==> config.mk <==
export PLATFORM = sky130hd
export DESIGN_NAME = load_store_unit
export DESIGN_NICKNAME = d
export VERILOG_FILES = /design/src/rtl/load_store_unit.sv
export SDC_FILE = /design/constraint.sdc
export NUM_CORES = 1
export LEC_CHECK = 0
export CELL_PAD_IN_SITES_DETAIL_PLACEMENT = 2
export CELL_PAD_IN_SITES_GLOBAL_PLACEMENT = 2
export CORE_MARGIN = 5
export CORE_UTILIZATION = 30
export DETAILED_ROUTE_END_ITERATION = 10
export PLACE_DENSITY_LB_ADDON = 0.1
export RECOVER_POWER = 100
export SETUP_SLACK_MARGIN = 0.2
export SYNTH_ARGS = -nofsm -noshare
export SYNTH_HDL_FRONTEND = slang
export SYNTH_SLANG_ARGS = --single-unit
==> constraint.sdc <==
create_clock -name clk -period 5.75 [get_ports clk]
set_clock_uncertainty 0.05 [all_clocks]
set_input_delay 0.8625 -clock clk [delete_from_list [all_inputs] [get_ports clk]]
set_output_delay 0.8625 -clock clk [all_outputs]
set_load 0.01 [all_outputs]
==> src/rtl/load_store_unit.sv <==
// Load/store unit: sits between the core request port and a byte-addressed
// dataMemory. Aligned accesses use a single memory cycle. Misaligned accesses
// are split into byte beats and reassembled. Invalid requests get an error response.
module load_store_unit (
  input  logic        clk,
  input  logic        rst,
  input  logic        reqValid,
  input  logic        reqWrite,
  input  logic [2:0]  reqFunct3,
  input  logic [31:0] reqAddress,
  input  logic [31:0] reqWriteData,
  output logic        reqReady,
  output logic        respValid,
  output logic [31:0] respData,
  output logic        respErr,
  output logic [31:0] address,
  output logic [31:0] writeData,
  output logic [2:0]  funct3,
  output logic        MemWrite,
  output logic        MemRead,
  input  logic [31:0] readData
);

  typedef enum logic [1:0] {IDLE, ACCESS, RESP} state_t;

  state_t      state, state_next;
  logic        wr_q;
  logic [2:0]  f3_q;
  logic [31:0] addr_q;
  logic [31:0] wdata_q;
  logic [2:0]  size_q;
  logic        mis_q;
  logic [1:0]  beat_q;
  logic [31:0] load_q;
  logic [31:0] result_q;
  logic        err_q;

  logic [2:0]  req_size;
  logic [32:0] req_end;
  logic        req_err;
  logic        req_mis;
  logic        last_beat;
  logic [31:0] assembled;
  logic [31:0] raw;
  logic [31:0] extended;
  logic [31:0] wshift;

  // Decode the incoming request: access size, error conditions, misalignment
  always_comb begin
    req_size = 3'd1;
    case (reqFunct3)
      3'b001, 3'b101: req_size = 3'd2;
      3'b010:         req_size = 3'd4;
      default:        req_size = 3'd1;
    endcase
    // 33-bit sum so an access running past 0xFFFFFFFF cannot wrap into range
    req_end = {1'b0, reqAddress} + {30'b0, req_size} - 33'd1;
    req_err = (reqFunct3 == 3'b011) || (reqFunct3 == 3'b110) || (reqFunct3 == 3'b111) ||
              (reqWrite && reqFunct3[2]) || (req_end > 33'h0_0000_0FFF);
    req_mis = ((req_size == 3'd2) && reqAddress[0]) ||
              ((req_size == 3'd4) && (reqAddress[1:0] != 2'b00));
  end

  // Beat bookkeeping and load-result assembly/extension
  always_comb begin
    last_beat = !mis_q || ({1'b0, beat_q} == (size_q - 3'd1));
    assembled = load_q;
    case (beat_q)
      2'd0: assembled[7:0]   = readData[7:0];
      2'd1: assembled[15:8]  = readData[7:0];
      2'd2: assembled[23:16] = readData[7:0];
      2'd3: assembled[31:24] = readData[7:0];
      default: assembled = load_q;
    endcase
    raw = mis_q ? assembled : readData;
    case (f3_q)
      3'b000:  extended = {{24{raw[7]}}, raw[7:0]};
      3'b001:  extended = {{16{raw[15]}}, raw[15:0]};
      3'b010:  extended = raw;
      3'b100:  extended = {24'b0, raw[7:0]};
      3'b101:  extended = {16'b0, raw[15:0]};
      default: extended = '0;
    endcase
    wshift = wdata_q >> {beat_q, 3'b000};
  end

  // State register plus latched request, beat counter and result
  always_ff @(posedge clk) begin
    if (rst) begin
      state    <= IDLE;
      wr_q     <= 1'b0;
      f3_q     <= '0;
      addr_q   <= '0;
      wdata_q  <= '0;
      size_q   <= '0;
      mis_q    <= 1'b0;
      beat_q   <= '0;
      load_q   <= '0;
      result_q <= '0;
      err_q    <= 1'b0;
    end else begin
      state <= state_next;
      case (state)
        IDLE: begin
          if (reqValid) begin
            wr_q     <= reqWrite;
            f3_q     <= reqFunct3;
            addr_q   <= reqAddress;
            wdata_q  <= reqWriteData;
            size_q   <= req_size;
            mis_q    <= req_mis;
            beat_q   <= '0;
            err_q    <= req_err;
            result_q <= '0;
          end
        end
        ACCESS: begin
          if (mis_q) load_q <= assembled;
          if (last_beat) begin
            beat_q   <= '0;
            result_q <= wr_q ? '0 : extended;
          end else begin
            beat_q <= beat_q + 2'd1;
          end
        end
        default: ;
      endcase
    end
  end

  // Next-state logic and all outputs
  always_comb begin
    state_next = state;
    reqReady   = (state == IDLE);
    respValid  = 1'b0;
    respData   = '0;
    respErr    = 1'b0;
    address    = '0;
    writeData  = '0;
    funct3     = '0;
    MemWrite   = 1'b0;
    MemRead    = 1'b0;
    case (state)
      IDLE: begin
        if (reqValid) state_next = req_err ? RESP : ACCESS;
      end
      ACCESS: begin
        if (last_beat) state_next = RESP;
        // Strobes are gated by rst so a beat in flight when reset arrives is
        // never written: reset aborts before the memory samples MemWrite.
        if (!rst) begin
          MemRead   = !wr_q;
          MemWrite  = wr_q;
          address   = addr_q + {30'b0, beat_q};
          funct3    = mis_q ? (wr_q ? 3'b000 : 3'b100) : f3_q;
          writeData = wr_q ? (mis_q ? {24'b0, wshift[7:0]} : wdata_q) : '0;
        end
      end
      RESP: begin
        state_next = IDLE;
        respValid  = 1'b1;
        respData   = result_q;
        respErr    = err_q;
      end
      default: state_next = IDLE;
    endcase
  end

endmodule

==> results of run 1 <==
==> how the worst min path moves through the flow <==
stage                           from          to  slack (ns)
final                     load_q[27]  load_q[27]        0.41
after global routing      load_q[29]  load_q[29]        0.42
after CTS                 load_q[23]  load_q[23]        0.41
after detailed placement  load_q[23]  load_q[23]        0.40
after global placement    wdata_q[5]  wdata_q[5]        0.39
after floorplan           wdata_q[0]  wdata_q[0]        0.38
==> cell families (layout without fill, tap and decap cells) <==
family | after synthesis | count (layout) | share of synthesized area (%)
AOI/OAI and AO/OA | 343 | 343 | 21.8
xor gates and xnor gates | 38 | 38 | 3.61
other | 0 | 1 | 0
buffers and inverters | 133 | 295 | 5.98
adders and majority gates | 43 | 43 | 6.00
and+or+nand+nor | 545 | 545 | 26.8
muxes | 47 | 47 | 5.22
DFF | 141 | 141 | 30.6
==> critical path, cell delays in order (launching register included) <==
cell and delay, ns:
dfxtp_1 0.41, nor2b_1 0.15, buf_4 0.15, nand2b_1 0.92, nor3_1 0.45, clkbuf_1 0.71
and2_1 0.22, dlygate4sd3_1 0.64
==> layer usage <==
metal  part of all wire (%)  up-vias  global-route usage [%]
met5                  0.020        -                       0
met4                    1.0        2                    4.05
met3                    5.5       27                    4.69
met2                     44      181                    32.7
met1                     49     4573                    28.6
li1                       -     4701                       -
==> power by group through the flow <==
stage | Clock (mW) | Sequential [mW] | Combinational, mW
after floorplan | 0 | 1.05 | 0.307
after global placement | 0 | 1.06 | 0.481
after detailed placement | 0 | 1.06 | 0.490
after CTS | 1.12 | 1.04 | 0.494
after global routing | 1.15 | 1.04 | 0.544
final | 1.09 | 1.04 | 0.489
==> through the flow <==
| step | power [mW] | util [%] | setup slack [ns] |
|---|---|---|---|
| floorplan | 1.35 | - | 1.74 |
| global placement | 1.54 | 37.8 | 0.952 |
| detailed placement | 1.55 | 37.8 | 0.832 |
| CTS | 2.65 | 39.6 | 0.833 |
| global route | 2.74 | 39.5 | 0.346 |
| finish | 2.61 | 39.5 | 0.743 |
==> sequential cells by signal, summed over array words and instances (netlist names), 2 cells and up <==
signal and flops:
beat_q 2, wdata_q 32, size_q 3, state 2, f3_q 3, load_q 32
addr_q 32, result_q 32
==> layout by cell type, fill, tap and decap left out, types with 4 or more instances in the layout <==
cell type,instances
nand2_1,268
a21oi_1,181
clkdlybuf4s50_1,157
dfxtp_1,141
nor2_1,105
o21ai_0,63
and2_0,52
dlygate4sd3_1,48
inv_1,45
ha_1,41
mux2i_1,39
nor3_1,32
xor2_1,26
nand3_1,17
a22oi_1,17
clkbuf_16,17
nand4_1,14
o21a_1,14
xnor2_1,12
and2_1,9
o22ai_1,9
a211oi_1,9
clkbuf_1,9
and3_1,8
or3_1,8
mux2_2,8
nand2b_1,6
a21o_1,6
o211ai_1,6
o21ai_1,6
buf_4,6
nor2b_1,5
and4_1,4
o221ai_1,4
nor4_1,4
clkinvlp_4,4
==> area by class of cell <==
class,instances,area share [%]
antenna,1,0.0208
clock buffer,20,3.64
clock inverter,12,0.938
inverter,46,1.44
multi-input combinational,1016,48.7
sequential,141,23.5
tap,396,4.13
timing repair buffer,217,17.6
==> flow_summary.ini, run 1 <==
[cells_and_area]
drive_gt1_share_pct = 4.06
seqCellArea_um2 = 2820
multi_input_area_um2 = 5850
instances_no_fill = 1849
fin_nets = 1585
syn_to_final_growth_pct = 30.4
fillers = 3586
stdcell_area_um2 = 12000

[critical_path]
required_ns = 4.84
critPathKind = register to output port
rrSetupSlack_ns = 1.08
ff2ff_path_depth = 7
cp-endpoint = writeData[20]
cp-start-kind = register
crit_path_end_kind = output port
timing.rr.end = result_q[31]
critical_path.max_fanout = 38
cp_data_arrival_time_ns = 4.09
critPathLaunch = state[0]
r2r_start = mis_q

[sta]
fmax_mhz = 200
rsz0062_at_grt = false
setup_tns_ns = 0
slew_viol_final = 277
holdWs_ns = 0.406
setup-violations-final = 0
period_minus_slack_ns = 5.01
finalHoldViolCount = 0
worst_slew_pin_slew_ns = 3.62
timing.final.crit_share_pct = 87.1
max_slew_margin_pct = -141

[yosys]
syn-num-nets = 1436
synth.most_common_cell = nand2_1
yosysSeqAreaShare_pct = 30.6
ys_warn_count = 0
syn_avg_cell_area_um2 = 7.14
yosysTopAreaCell = dfxtp_1
synth-seq-cells = 141
synth_edf_count = 0
async_flop_share_pct = 0
synthFlopType = dfxtp_1
synthTopCellsByArea = dfxtp_1, nand2_1, a21oi_1
netlist_instances = 1290
syn_area_um2 = 9210
ys_types = 67
synth_commonest_cells = nand2_1, a21oi_1, dfxtp_1
synth_top_area_share_pct = 30.6

[clock_tree]
clk_latency_ns = 0.43
cts_tree = built
root_buffer = clkbuf_16
cts_htree_levels = 4
cts_setup_buffers = 0
numCtsBuffers = 17
cts_resized = 0
ctsHoldBuffers = 0
cts.sinks = 141
clkTransAtPathRegs_ns = 0.07
clk_path_buf_depth = 2

[hold_path]
hp-class = register to register
hold_depth = 2

[detailed_routing]
detail-route-antenna-nets = 0
drcViolationCount = 0
drt_iter0_drc = 241
routedWlPerCell_um = 19.2
dr.pass1.iters = 4
routed_via_density = 5.13
routed_wl_um = 35500
via_count = 9484

[pwr]
p_int_mw = 1.80
pwr-share-clk_pct = 41.6
p_leak_nw = 4.45
pwr-share-comb_pct = 18.7
ir_drop_v = 0.000170
p_sw_share_pct = 31.0
seqPwrFrac_pct = 39.7
cellPowerDensity_nw_per_um2 = 218
switchingPower_mw = 0.811

[grt]
gr-usage-all-layers_pct = 20.6
grt_start_max_net_pins = 77
antenna_found_initial = 3
grt_pass1_vias = 10000
grt_pass1_wl_um = 56600
overflow = 0

[placed_design]
gp_congestion = 0.849
dp_hpwl_um = 26600
dp.cells = 1816
portBuffers = 206
placed_area_um2 = 11500

[floorplanning]
dieHeight_um = 185
initial_utilization_pct = 30.3
row_count = 64
ioPinCount = 207
die_w_um = 185
dieArea_um2 = 34300
core_um2 = 30400

[outcome]
violations = max-capacitance violations, max-slew violations
status = finished with violations

[job]
drv_cap = 6
No activity file was read; power rests on OpenSTA's default activity.
==> run 2, diff against run 1 <==
Settings changed: SETUP_SLACK_MARGIN 0.2 to default.
==> results of run 2 <==
No change in the layout: final DEF, timing and power equal those of run 1.
